===== config.mk =====
export PLATFORM = sky130hd
export DESIGN_NAME = id_stage
export DESIGN_NICKNAME = d
export VERILOG_FILES = /design/src/rtl/id_stage.sv
export SDC_FILE = /design/constraint.sdc
export NUM_CORES = 1
export LEC_CHECK = 0
export BUFFER_PORTS_ARGS = -buffer_cell sky130_fd_sc_hd__buf_2
export CAP_MARGIN = 15
export CELL_PAD_IN_SITES_DETAIL_PLACEMENT = 1
export CELL_PAD_IN_SITES_GLOBAL_PLACEMENT = 1
export CORE_AREA = 2 2 282 284
export CTS_BUF_LIST = sky130_fd_sc_hd__clkbuf_4 sky130_fd_sc_hd__clkbuf_8
export DETAILED_ROUTE_END_ITERATION = 7
export DIE_AREA = 0 0 284 286
export PLACE_DENSITY_LB_ADDON = 0.1
export SETUP_SLACK_MARGIN = 0.1
export SYNTH_ARGS = -nofsm -noshare
export SYNTH_HDL_FRONTEND = slang
export SYNTH_SLANG_ARGS = --single-unit

===== constraint.sdc =====
create_clock -name clk -period 5.36 [get_ports clk]
set_clock_uncertainty 0.05 [all_clocks]
set_input_delay 0 -clock clk [delete_from_list [all_inputs] [get_ports clk]]
set_output_delay 0 -clock clk [all_outputs]
set_load 0.1 [all_outputs]

===== src/rtl/id_stage.sv =====
// ============================================================================
// Module   : id_stage
// Purpose  : RV64I decode stage with operand forwarding, immediate generation,
//            optional load-use stall (macro ID_LOAD_USE_STALL_EN) and a
//            valid/ready output register with flush.
// Revision : 1.0 - initial release
// ============================================================================
`default_nettype none

module id_stage #(
  parameter int XLEN = 64,
  parameter int NFWD = 3
) (
  input  logic                 clk,
  input  logic                 rst,
  input  logic                 in_valid,
  output logic                 in_ready,
  input  logic [31:0]          inst_i,
  input  logic [XLEN-1:0]      pc_i,
  output logic [4:0]           rs1_addr_o,
  output logic [4:0]           rs2_addr_o,
  input  logic [XLEN-1:0]      rs1_data_i,
  input  logic [XLEN-1:0]      rs2_data_i,
  input  logic [NFWD-1:0]      fwd_wreg_i,
  input  logic [5*NFWD-1:0]    fwd_rd_addr_i,
  input  logic [XLEN*NFWD-1:0] fwd_wdata_i,
  input  logic                 ex_is_load_i,
  input  logic                 flush_i,
  output logic                 out_valid,
  input  logic                 out_ready,
  output logic [6:0]           opcode_o,
  output logic [2:0]           funct3_o,
  output logic [6:0]           funct7_o,
  output logic [4:0]           rd_addr_o,
  output logic                 wreg_o,
  output logic [XLEN-1:0]      rs1_data_o,
  output logic [XLEN-1:0]      rs2_data_o,
  output logic [XLEN-1:0]      imm_o,
  output logic [XLEN-1:0]      pc_o
);

  localparam logic [6:0] C_OP_LUI    = 7'b0110111;
  localparam logic [6:0] C_OP_AUIPC  = 7'b0010111;
  localparam logic [6:0] C_OP_JAL    = 7'b1101111;
  localparam logic [6:0] C_OP_JALR   = 7'b1100111;
  localparam logic [6:0] C_OP_BRANCH = 7'b1100011;
  localparam logic [6:0] C_OP_LOAD   = 7'b0000011;
  localparam logic [6:0] C_OP_STORE  = 7'b0100011;
  localparam logic [6:0] C_OP_IMM    = 7'b0010011;
  localparam logic [6:0] C_OP_IMM32  = 7'b0011011;
  localparam logic [6:0] C_OP_REG    = 7'b0110011;
  localparam logic [6:0] C_OP_REG32  = 7'b0111011;

  logic [6:0]      w_opcode;
  logic [4:0]      w_rd;
  logic [4:0]      w_rs1;
  logic [4:0]      w_rs2;
  logic [2:0]      w_funct3;
  logic [6:0]      w_funct7;
  logic            w_is_b;
  logic            w_is_s;
  logic            w_wreg;
  logic [XLEN-1:0] w_imm;
  logic [XLEN-1:0] w_rs1_val;
  logic [XLEN-1:0] w_rs2_val;
  logic            w_hazard;
  logic            w_advance;
  logic            w_load;

  logic            r_valid;
  logic [6:0]      r_opcode;
  logic [2:0]      r_funct3;
  logic [6:0]      r_funct7;
  logic [4:0]      r_rd;
  logic            r_wreg;
  logic [XLEN-1:0] r_rs1_data;
  logic [XLEN-1:0] r_rs2_data;
  logic [XLEN-1:0] r_imm;
  logic [XLEN-1:0] r_pc;

  assign w_opcode = inst_i[6:0];
  assign w_rd     = inst_i[11:7];
  assign w_funct3 = inst_i[14:12];
  assign w_rs1    = inst_i[19:15];
  assign w_rs2    = inst_i[24:20];
  assign w_funct7 = inst_i[31:25];

  assign rs1_addr_o = w_rs1;
  assign rs2_addr_o = w_rs2;

  assign w_is_b = (w_opcode == C_OP_BRANCH);
  assign w_is_s = (w_opcode == C_OP_STORE);
  assign w_wreg = !(w_is_b || w_is_s) && (w_rd != 5'd0);

  always_comb begin
    w_imm = '0;
    case (w_opcode)
      C_OP_IMM, C_OP_IMM32, C_OP_LOAD, C_OP_JALR:
        w_imm = {{(XLEN-12){inst_i[31]}}, inst_i[31:20]};
      C_OP_STORE:
        w_imm = {{(XLEN-12){inst_i[31]}}, inst_i[31:25], inst_i[11:7]};
      C_OP_BRANCH:
        w_imm = {{(XLEN-13){inst_i[31]}}, inst_i[31], inst_i[7], inst_i[30:25],
                 inst_i[11:8], 1'b0};
      C_OP_LUI, C_OP_AUIPC:
        w_imm = {{(XLEN-32){inst_i[31]}}, inst_i[31:12], 12'b0};
      C_OP_JAL:
        w_imm = {{(XLEN-21){inst_i[31]}}, inst_i[31], inst_i[19:12], inst_i[20],
                 inst_i[30:21], 1'b0};
      default:
        w_imm = '0;
    endcase
  end

  // Walk slots from highest to lowest index so the lowest matching slot wins.
  always_comb begin
    w_rs1_val = rs1_data_i;
    w_rs2_val = rs2_data_i;
    for (int k = NFWD - 1; k >= 0; k--) begin
      if (fwd_wreg_i[k] && (fwd_rd_addr_i[5*k +: 5] == w_rs1))
        w_rs1_val = fwd_wdata_i[XLEN*k +: XLEN];
      if (fwd_wreg_i[k] && (fwd_rd_addr_i[5*k +: 5] == w_rs2))
        w_rs2_val = fwd_wdata_i[XLEN*k +: XLEN];
    end
    if (w_rs1 == 5'd0)
      w_rs1_val = '0;
    if (w_rs2 == 5'd0)
      w_rs2_val = '0;
  end

`ifdef ID_LOAD_USE_STALL_EN
  logic       w_use_rs1;
  logic       w_use_rs2;
  logic [4:0] w_rd0;

  assign w_use_rs1 = !((w_opcode == C_OP_LUI) || (w_opcode == C_OP_AUIPC) ||
                       (w_opcode == C_OP_JAL));
  assign w_use_rs2 = (w_opcode == C_OP_REG) || (w_opcode == C_OP_REG32) ||
                     w_is_s || w_is_b;
  assign w_rd0     = fwd_rd_addr_i[4:0];
  assign w_hazard  = ex_is_load_i && fwd_wreg_i[0] && (w_rd0 != 5'd0) &&
                     ((w_use_rs1 && (w_rs1 == w_rd0)) ||
                      (w_use_rs2 && (w_rs2 == w_rd0)));
`else
  logic w_unused_ld;

  // Without the interlock the compiler schedules around load-use pairs.
  assign w_unused_ld = ex_is_load_i;
  assign w_hazard    = 1'b0;
`endif

  assign w_advance = !r_valid || out_ready;
  assign in_ready  = w_advance && !w_hazard && !flush_i;
  assign w_load    = w_advance && in_valid && !w_hazard;

  always_ff @(posedge clk or negedge rst) begin
    if (!rst) begin
      r_valid    <= 1'b0;
      r_opcode   <= '0;
      r_funct3   <= '0;
      r_funct7   <= '0;
      r_rd       <= '0;
      r_wreg     <= 1'b0;
      r_rs1_data <= '0;
      r_rs2_data <= '0;
      r_imm      <= '0;
      r_pc       <= '0;
    end else if (flush_i) begin
      r_valid <= 1'b0;
    end else if (w_load) begin
      r_valid    <= 1'b1;
      r_opcode   <= w_opcode;
      r_funct3   <= w_funct3;
      r_funct7   <= w_funct7;
      r_rd       <= w_rd;
      r_wreg     <= w_wreg;
      r_rs1_data <= w_rs1_val;
      r_rs2_data <= w_rs2_val;
      r_imm      <= w_imm;
      r_pc       <= pc_i;
    end else if (w_advance) begin
      r_valid <= 1'b0;
    end
  end

  assign out_valid  = r_valid;
  assign opcode_o   = r_opcode;
  assign funct3_o   = r_funct3;
  assign funct7_o   = r_funct7;
  assign rd_addr_o  = r_rd;
  assign wreg_o     = r_wreg;
  assign rs1_data_o = r_rs1_data;
  assign rs2_data_o = r_rs2_data;
  assign imm_o      = r_imm;
  assign pc_o       = r_pc;

endmodule

`default_nettype wire


# Yosys cells after proc, flatten, opt, wreduce, memory -nomap -nowiden
# Cells that the tools add are included.
# op_classes
eq_ne	15
n_mux	12
bitwise_logic	1
n_reduce_logical	21
# op_table
operator	count
64-bit 2-to-1 mux	8
64-bit case mux with 5 select lines	1
5-bit equality test	6
7-bit by 5-bit equality test with 1-bit output, second input constant	3
7-bit equality test, second input constant	3
7-bit by 6-bit equality test with 1-bit output, second input constant	2
5-bit zero test	2
1-bit logical AND	9
7-bit by 2-bit equality test with 1-bit output, second input constant	1
5-bit nonzero test	1
4-bit OR reduction	1
1-bit zero test	3
1-bit 2-to-1 mux	3
3-bit nonzero test	1
1-bit logical OR	2
2-bit AND reduction	1
2-bit OR reduction	1
1-bit inverter	1
# totals
register_bits	280
input_bits	440
output_inout_bits	291
wordCells	59

# Longest topological paths before layout
# Gate-level depths: netlist of the first run.
# logic_depth
ltp_word	6
mapped_depth	8
depth_no_buf	5

# Worst setup path before layout of the first run
# OpenSTA, ideal clock, no wires.
# synth_timing
path_type	register to register
start	reg r_valid (netlist: out_valid)
end	reg r_imm[62] (netlist: imm_o[62])
setup_time_ps	83
arrival_ps	3326
required_time_ps	5227
slack_ps	1901
stages_incl_launch_ff	8
path_buffers	2
period_less_slack_ps	3459
cell_sequence	dfrtp_1 nor2b_4 nor2_1 and2_1 clkbuf_1 clkbuf_1 nand2_1 o21ai_0
# synth_between
elab_chain_len	4
# synth_lines
element	line_no	rtl
start, declared	70	logic r_valid;
start signal, assigned	158	r_valid <= 1'b0;
start signal, assigned	169	r_valid <= 1'b0;
start signal, assigned	171	r_valid <= 1'b1;
1-bit zero test	152	assign w_advance = !r_valid || out_ready;
1-bit logical OR	152	
1-bit logical AND	154	assign w_load = w_advance && in_valid && !w_hazard;
2-bit AND reduction (no source line)	n/a	
end signal, assigned	179	r_imm <= w_imm;
end, declared	78	logic [XLEN-1:0] r_imm;
# No other way between the ends.
# A chain may end at the register's enable or synchronous reset.

# Worst setup path after layout of the first run
# layout_timing
start	in inst_i[22]
end	reg r_rs2_data[7] (netlist: rs2_data_o[7])
# layout_between
elab_chain_len	6
elab_cells_between_ends	11
classes_between	eq/ne (3); mux (4); reduce/logical (4)
# layout_lines
element	line_no	rtl
start, declared	18	input logic [31:0] inst_i,
5-bit equality test	122	if (fwd_wreg_i[k] && (fwd_rd_addr_i[5*k +: 5] == w_rs2))
1-bit logical AND	122	
64-bit 2-to-1 mux (3 in a row)	122	
64-bit 2-to-1 mux (*)	127	if (w_rs2 == 5'd0)
end signal, assigned	178	r_rs2_data <= w_rs2_val;
end, declared	77	logic [XLEN-1:0] r_rs2_data;
# Every way passes the cells marked *; elsewhere a longest branch is shown, timed or not.

==> reports/qor.yml, run 1 <==
crit_fanout: 23
yosys_warnings: 0
crit_buf_inv: 5
cts.clk_slew.worst_paths_ns: 0.06
peakVddDrop_v: 0.000193
synthFlopType: "dfrtp_1"
clock-root-buffer: "clkbuf_8"
clock_sink_count: 248
syn_to_final_growth_pct: 79.0
routed_via_density: 4.60
fmax_ghz: 0.279
cp.arrival_ns: 4.07
first_pass_iters: 5
status: "completed"
antenna_found_initial: 32
grt_max_degree: 163
post-route-period-util: 0.669
cp_num_cells: 10
drt_wl_total_microns: 91400
drt_drc_violations_left: 0
rows: 103
yosys-top-cells-area: "dfrtp_1 45%, nand2_1 11%, o221ai_1 8.1%"
min_path_cells: 3
synth_edf_count: 0
critPathLaunch: "inst_i[22]"
drv_slew: 0
synth_fp_nets: 2019
max_stage_delay_ns: 0.63
min_period_ns: 3.59
first_global_vias: 19700
maxCapViolCount: 0
reg2reg_from: "out_valid$_DFFE_PN0P_"
cp.required_ns: 5.84
layout_commonest_cell: "buf_2"
die_x_microns: 284
cp-endpoint: "rs2_data_o[7]$_DFFE_PN0P_"
crit_chain: "dlygate4sd3_1 > buf_2 > xor2_1 > nor4_1 > and3_4 > buf_4 > mux2i_1 > dlygate4sd3_1 > a22oi_1 > dlygate4sd3_1"
rrSetupSlack_ns: 2.03
cts_post_setup_buffers_inserted: 0
postSynth.asyncResetShare: 1.00
avgSynthCellArea_sq_um: 8.73
ant_nets: 0
port_buffers: 729
power_leakage_nw: 12.1
die_area_sq_um: 81200
boundaryPins: 731
hold_violations: 0
finalNetCount: 3165
cts_tree: "done"
numCtsBuffers: 55
reg2reg_to: "imm_o[3]$_DFFE_PN0P_"
grt_pass1_wl_microns: 134000
layout_common_cells: "728 x buf_2, 515 x dlygate4sd3_1, 415 x nand2_1"
core_area_sq_um: 78400
clock_path_buffers: 3
synth_top_area_cell: "dfrtp_1"
worstMarginPinSlew_ns: 1.04
start_kind: "input pin"
setup_tns_ns: 0
drtIter0Drc: 696
syn-cell-area_sq_um: 13800
ys_seq_area_frac: 0.450
ys_seq_elements: 248
num_vias: 17700
relSlewSlack: 0.306
p_per_area_nw_per_um2: 334
critPathCaptureType: "flip-flop"
critPathKind: "in2reg"
chipHeight_microns: 286
finalSetupViolCount: 0
post-dp-hpwl_microns: 60600
r2r_cells: 7
hold_class: "in2reg"
grt_util_all_layers: 0.219
start_util: 0.176
grt_setup_unrepaired: "no"
cp_slowest_cell: "and3_4"
netlist_instances: 1579
h-tree-depth: 2
synth_cell_types: 44
cp_common_cell: "dlygate4sd3_1"
crit_family: "buffers and inverters"
wl_per_cell_microns: 23.8
clock_latency_ns: 0.64
whs_ns: 0.0370
drive_gt1_frac: 0.317
yosysTopAreaCellShare: 0.450
fin_total_pwr_mw: 8.25
routabilityCongestion: 0.872
grt.overflow.total: 0
==> synthesized netlist by cell type (all sizes together) (22+ instances only) <==
| library cell | number |
|---|---|
| o21ai | 87 |
| nand2 | 415 |
| dfrtp | 248 |
| a21oi | 89 |
| and3 | 65 |
| buf | 76 |
| o221ai | 128 |
| a22oi | 64 |
| nor2 | 22 |
| clkbuf | 111 |
| inv | 64 |
| mux2i | 65 |
| a221oi | 68 |
==> power breakdown <==
group	switching (mW)	total, mW	leakage [nW]	internal (mW)
sequential	0.145	2.26	3.16	2.11
combinational	2.70	3.58	8.30	0.884
clock	1.03	2.41	0.650	1.38
==> metal layers <==
layer  part of all wire  track usage  vias up
met4              0.023       0.0604       30
met5             0.0020            0        -
li1                   -            -     7969
met1               0.41        0.263     8921
met3              0.065       0.0594      148
met2               0.50        0.383      588
==> flip-flops by register name, indices dropped and copies added, names as in the netlist <==
signal      count
imm_o          32
funct3_o        3
rd_addr_o       5
pc_o           64
funct7_o        7
wreg_o          1
opcode_o        7
out_valid       1
rs2_data_o     64
rs1_data_o     64
==> kinds of logic after synthesis <==
logic type | share of synthesized area
AOI/OAI and AO/OA | 0.235
xor gates and xnor gates | 0.0191
buffers and inverters | 0.0839
DFF | 0.450
muxes | 0.0472
and+or+nand+nor | 0.165
==> cell type report <==
class                           instances  area, sq um
Antenna cell                           17         42.5
Clock buffer                           97         1190
Clock inverter                          4         26.3
Fill cell                            9396        53700
Inverter                               64          240
Multi-Input combinational cell       1080         6510
Sequential cell                       248         6210
Tap cell                             1050         1310
Timing Repair Buffer                 1276         9140
==> worst min-delay path by stage <==
stage / from / to / slack, ns
after floorplan: rst / funct3_o[0]$_DFFE_PN0P_ / -0.35
after global placement: rst / rs1_data_o[27]$_DFFE_PN0P_ / 0.01
after detailed placement: rst / rs1_data_o[27]$_DFFE_PN0P_ / 0.008
after CTS: pc_i[48] / pc_o[48]$_DFFE_PN0P_ / 0.002
after global routing: pc_i[48] / pc_o[48]$_DFFE_PN0P_ / 0.04
final: fwd_wdata_i[121] / rs2_data_o[57]$_DFFE_PN0P_ / 0.04
==> tightest hold or removal path, delay by kind of cell <==
kind | cells | cell delay [ns]
buffers and inverters | 1 | 0.09
AOI/OAI and AO/OA | 2 | 0.58
==> through the flow <==
step / setup WS (ns) / std cells / cell area [sq um] / utilization
final: 1.77 / 3836 / 24700 / 0.315
after detailed placement: 2.41 / 3202 / 18200 / 0.233
after global placement: 2.43 / 3202 / 18200 / 0.233
after global routing: 1.72 / 3831 / 24700 / 0.315
after floorplan: 1.90 / 1579 / 13800 / -
after CTS: 1.85 / 3819 / 24600 / 0.314
==> repair_timing <==
item                      CTS  global route
hold endpoints to repair  360             0
hold buffers              516             0
resized for setup           0             0
No activity file was read; power rests on OpenSTA's default activity.
==> run 2, diff against run 1 <==
ABC_AREA = 1   (was unset)
CORE_AREA = 2 2 289 291   (was 2 2 282 284)
DIE_AREA = 0 0 291 293   (was 0 0 284 286)
clock period = 3.7 ns   (was 5.36 ns; I/O delays follow)
==> run 2 against run 1 <==
  * Sequential share of layout area down 2.6 points
  * First-iteration DRC count up 18%
  * Clock power up 53%
  * Sequential power up 48%
  * Cell area up 11%
  * Register-to-register slack worse by 1.6 ns
  * Synthesized cell count up 68%
  * Core utilization up 2.1 points
  * Non-clock buffer count up 20
  * Global-route usage up 0.42 points
==> reports/qor.yml, run 2 <==
status: "completed"
synth_cell_types: 31
post-dp-hpwl_microns: 64300
peakVddDrop_v: 0.000268
drv_slew: 0
grt_setup_unrepaired: "no"
placed_cell_area_sq_um: 20700
start_util: 0.204
cts_tree: "done"
critPathCaptureType: "flip-flop"
hold_class: "in2reg"
design_area_sq_um: 27500
placed_cells: 4284
power_leakage_nw: 16.0
syn_to_final_growth_pct: 64.3
synthFlopType: "dfrtp_1"
routed_via_density: 4.41
ys_seq_elements: 248
postSynth.asyncResetShare: 1.00
setup_tns_ns: 0
synth_fp_nets: 3091
layout.cells.non_filler: 4950
ys_seq_area_frac: 0.371
layout_common_cells: "1056 x nand2_1, 728 x buf_2, 515 x dlygate4sd3_1"
yosys_warnings: 0
num_vias: 21800
synth_top_area_cell: "dfrtp_1"
finalNetCount: 4255
hold_violations: 0
grt_pass1_wl_microns: 146000
grt_max_degree: 131
yosysTopAreaCellShare: 0.371
fin_total_pwr_mw: 12.8
clock_sink_count: 248
cp.arrival_ns: 3.92
min_period_ns: 3.43
clock-root-buffer: "clkbuf_8"
netlist_instances: 2651
maxCapViolCount: 0
avgSynthCellArea_sq_um: 6.30
yosys-top-cells-area: "dfrtp_1 37%, nand2_1 24%, inv_1 8.1%"
n_fill_cell: 10500
relSlewSlack: 0.348
core_area_sq_um: 81800
drt_wl_total_microns: 99600
h-tree-depth: 2
critPathKind: "in2reg"
first_pass_iters: 6
synth_common_cells: "1057 x nand2_1, 361 x inv_1, 297 x nor2_1"
numCtsBuffers: 57
drt_drc_violations_left: 0
rows: 105
syn-cell-area_sq_um: 16700
die_area_sq_um: 85300
cp.required_ns: 4.19
die_x_microns: 291
port_buffers: 729
post-route-period-util: 0.927
worstMarginPinSlew_ns: 0.976
routabilityCongestion: 0.832
clock_latency_ns: 0.65
synth_edf_count: 0
wl_per_cell_microns: 20.1
ant_nets: 0
boundaryPins: 731
first_global_vias: 23900
layout_commonest_cell: "nand2_1"
cts.clk_slew.worst_paths_ns: 0.06
chipHeight_microns: 293
grt.overflow.total: 0
p_per_area_nw_per_um2: 467
start_kind: "input pin"
antenna_found_initial: 36
crit_fanout: 41
fmax_ghz: 0.292
synth_most_common_cell: "nand2_1"
grt_util_all_layers: 0.223
drive_gt1_frac: 0.238
clock_path_buffers: 3
finalSetupViolCount: 0
drtIter0Drc: 823
-- run 2: cell types whose count changed in the layout (fill, tap and decap cells not counted), moves of 31 or more --
cell	change
nor2_1	+273
nand3_1	+268
a21oi_1	+57
a22oi_1	-64
mux2i_1	-65
nand2_1	+641
inv_1	+297
o21ai_0	-31
and3_1	-64
o221ai_1	-128
a221oi_1	-68
-- run 2: worst paths after layout --
| check | startpoint | to | slack (ns) | depth (start not counted) |
|---|---|---|---|---|
| setup / recovery | inst_i[23] | rs2_data_o[8]$_DFFE_PN0P_ | 0.27 | 13 |
| setup reg to reg | out_valid$_DFFE_PN0P_ | rs2_data_o[16]$_DFFE_PN0P_ | 0.45 | 12 |
| max in group asynchronous | rst | rs2_data_o[13]$_DFFE_PN0P_ | 2.40 | 4 |
| min in group asynchronous | rst | rs1_data_o[17]$_DFFE_PN0P_ | 0.51 | 4 |
| hold / removal | inst_i[1] | opcode_o[1]$_DFFE_PN0P_ | 0.08 | 4 |
| hold reg to reg | rs1_data_o[32]$_DFFE_PN0P_ | rs1_data_o[32]$_DFFE_PN0P_ | 0.42 | 2 |
-- run 2: cells by family (layout without fill, tap and decap cells) --
group | Yosys count | count (layout) | share of synthesized area
AND/OR/NAND/NOR | 1647 | 1651 | 0.397
buffers and inverters | 565 | 1769 | 0.173
flip-flops | 248 | 248 | 0.371
AO/OA/AOI/OAI | 187 | 187 | 0.0566
XOR/XNOR | 4 | 4 | 0.00210
other | 0 | 21 | 0
-- run 2: cell type report --
cell class / instances / area [sq um] / area share
well taps: 1070 / 1340 / 0.0488
flip-flops and latches: 248 / 6210 / 0.226
clock buffers: 94 / 1190 / 0.0432
clock inverters: 9 / 105 / 0.00383
inverters: 370 / 1390 / 0.0506
diodes: 21 / 52.6 / 0.00191
repair buffers: 1296 / 9440 / 0.344
multi-input cells: 1842 / 7730 / 0.282
-- run 2: metrics by stage --
stage	util	hold slack [ns]	setup slack, ns
floorplan	-	-0.346	0.753
global route	0.335	0.0463	0.107
CTS	0.331	0.0121	0.115
detailed placement	0.252	-0.0188	1.19
finish	0.335	0.0773	0.270
global placement	0.252	-0.0214	1.23
-- run 2: layer usage --
| metal | part of all wire | global-route usage | wire length [microns] | vias to the layer above |
|---|---|---|---|---|
| met5 | 0.0020 | 0 | 201 | - |
| met4 | 0.031 | 0.0762 | 3060 | 30 |
| met1 | 0.40 | 0.255 | 40100 | 10600 |
| met3 | 0.070 | 0.0642 | 6940 | 174 |
| met2 | 0.49 | 0.397 | 49300 | 662 |
| li1 | - | - | - | 10300 |
-- run 2: what timing repair did --
action,in CTS,in global routing
endpoints found under the hold margin,490,0
buffers inserted,0,22
gates resized for setup,0,6
setup endpoints to repair,0,18
hold buffers,516,0
-- run 2: worst max-delay path: stages --
cell and delay [ns]:
dlygate4sd3_1 0.52, buf_2 0.25, o21ai_0 0.21, nor2_4 0.20, buf_4 0.59, nand3_1 0.15
nand3_1 0.11, dlygate4sd3_1 0.57, nand2_1 0.06, dlygate4sd3_1 0.57, nand2_1 0.07, dlygate4sd3_1 0.55
nand2_1 0.05
-- run 2: power breakdown --
group	switching, mW	leakage, nW	internal (mW)
logic	4.56	12.2	1.25
clock network	1.52	0.690	2.16
registers	0.236	3.12	3.11
==> run 3, diff against run 2 <==
REMOVE_ABC_BUFFERS = 1   (was unset)
==> run 3 against run 2 <==
  * Clock power shrank 6.3%
  * Flip-flop and latch count stayed put
  * Combinational power up 2%
  * Critical path depth increased by 2
  * Cell area increased by 1.0%
  * Global-route usage shrank 0.13 points
  * Register-to-register slack better by 0.24 ns
  * Largest power group unchanged
==> reports/qor.yml, run 3 (synthesized netlist as in run 2, its figures left out) <==
status: "completed"
grt.met1_usage: 0.255
fmax_ghz: 0.282
place_ws_ns: 1.15
met3_usage: 0.0412
seqPwrFrac: 0.263
drv_slew: 0
timing.final.ws_setup_ns: 0.153
critPathCaptureType: "flip-flop"
r2r_cells: 12
min_period_ns: 3.55
drive_gt1_frac: 0.234
numCtsBuffers: 56
design_area_sq_um: 27700
rows: 105
worstHoldStart: "pc_i[51]"
relSlewSlack: 0.219
antenna_found_initial: 34
worstMarginPinSlew_ns: 1.17
start_kind: "input pin"
start_util: 0.204
cp.arrival_ns: 4.10
drt_wl_total_microns: 99200
routed_via_density: 4.36
fin_total_pwr_mw: 12.7
finalSetupViolCount: 0
grt_util_all_layers: 0.222
post-route-period-util: 0.959
hold_violations: 0
clock_latency_ns: 0.67
hold_end: "pc_o[51]$_DFFE_PN0P_"
power_leakage_nw: 16.1
chipHeight_microns: 293
clock_sink_count: 248
swShare: 0.499
grt.busiest_layer: "met2"
crit_fanout: 37
hold_class: "in2reg"
boundaryPins: 731
reg2reg_to: "rs2_data_o[32]$_DFFE_PN0P_"
max_stage_delay_ns: 0.62
reg2reg_from: "out_valid$_DFFE_PN0P_"
p_switching_mw: 6.34
drtIter0Drc: 812
cts.clk_slew.worst_paths_ns: 0.06
p_per_area_nw_per_um2: 459
grt_use_met2: 0.399
post-dp-hpwl_microns: 63000
layout_common_cells: "1056 x nand2_1, 728 x buf_2, 559 x dlygate4sd3_1"
port_buffers: 729
die_area_sq_um: 85300
maxCapViolCount: 0
placed_cell_area_sq_um: 20700
core_area_sq_um: 81800
grt_setup_unrepaired: "no"
drt_drc_violations_left: 0
crit_chain: "dlygate4sd3_1 > buf_2 > inv_2 > nand2_1 > a21oi_2 > nand3_4 > buf_12 > nand2_1 > nand3_1 > dlygate4sd3_1 > nand2_1 > dlygate4sd3_1 > nand2_1 > dlygate4sd3_1 > nand2_1"
wl_per_cell_microns: 19.9
cp_slowest_cell: "a21oi_2"
rrSetupSlack_ns: 0.69
cp.required_ns: 4.26
cp_common_cell: "nand2_1"
syn_to_final_growth_pct: 66.0
num_vias: 21700
finalNetCount: 4287
clock_path_buffers: 3
ant_nets: 0
h-tree-depth: 2
layout_commonest_cell: "nand2_1"
cts_tree: "done"
clock-root-buffer: "clkbuf_8"
grt_max_degree: 150
die_x_microns: 291
first_pass_iters: 5
grt_pass1_wl_microns: 145000
grt.overflow.total: 0
routabilityCongestion: 0.825
n_fill_cell: 10500
peakVddDrop_v: 0.000313
critPathKind: "in2reg"
clkPwrFrac: 0.272
first_global_vias: 23800
p_int_mw: 6.37
min_path_cells: 4
power_frac_comb: 0.466
[run 3: cell count changes in the layout (fill, tap and decap cells not counted), sizes merged]
| cell | change |
|---|---|
| dlygate4sd3 | +44 |
| buf | -11 |
| clkinv | +8 |
| clkbuf | -6 |
| diode | +4 |
| bufinv | -2 |
[run 3: worst max path at each step]
stage                          startpoint                    endpoint  slack, ns  cells past startpoint
floorplan           imm_o[62]$_DFFE_PN0P_       imm_o[62]$_DFFE_PN0P_     -17.05                      2
global placement               inst_i[16]   rs1_data_o[2]$_DFFE_PN0P_       1.19                     13
finish                         inst_i[19]  rs1_data_o[23]$_DFFE_PN0P_       0.15                     15
detailed placement             inst_i[16]   rs1_data_o[2]$_DFFE_PN0P_       1.15                     13
global route                   inst_i[15]  rs1_data_o[23]$_DFFE_PN0P_       0.14                     15
CTS                            inst_i[19]  rs1_data_o[23]$_DFFE_PN0P_       0.12                     15
[run 3: area by class of cell]
type	count	area, sq um	share of cell area
Timing Repair Buffer	1329	9770	0.352
Multi-Input combinational cell	1842	7750	0.279
Sequential cell	248	6210	0.224
Inverter	370	1390	0.0501
Tap cell	1070	1340	0.0483
Clock buffer	88	1120	0.0405
Clock inverter	15	87.6	0.00316
Antenna cell	25	62.6	0.00226
[run 3: power groups by stage]
stage          combinational [mW]  clock (mW)  sequential, mW
2_1_floorplan               0.858           0            6.40
3_3_place_gp                 5.25           0            3.36
3_5_place_dp                 5.27           0            3.37
4_1_cts                      5.89        3.61            3.33
5_1_grt                      6.21        3.73            3.39
6_report                     5.92        3.45            3.34
[run 3: what timing repair did]
item / 4_1_cts / 5_1_grt
resized for setup: 0 / 10
setup endpoints to repair: 0 / 3
setup buffers: 0 / 6
hold buffers: 560 / 0
endpoints found under the hold margin: 496 / 0
[run 3: metrics by stage]
| stage | std cells | TNS [ns] | util | hold WS, ns |
|---|---|---|---|---|
| 6_report | 4987 | 0 | 0.339 | 0.0574 |
| 5_1_grt | 4984 | 0 | 0.339 | 0.0242 |
| 4_1_cts | 4952 | 0 | 0.336 | 0.000433 |
| 3_5_place_dp | 4289 | 0 | 0.253 | -0.0609 |
| 3_3_place_gp | 4288 | 0 | 0.253 | -0.0652 |
| 2_1_floorplan | 2456 | -1811.31 | - | -0.346 |
[run 3: critical path: cells and delay by family]
kind | cells | cell delay, ns
AND/OR/NAND/NOR | 7 | 0.64
AO/OA/AOI/OAI | 1 | 0.62
buffers and inverters | 7 | 2.81
[run 3: routing by layer]
metal	wire length, microns	part of all wire	up-vias
met2	49200	0.50	567
met1	41200	0.42	10500
li1	-	-	10400
met4	4250	0.043	24
met5	150	0.0015	-
met3	4380	0.044	216
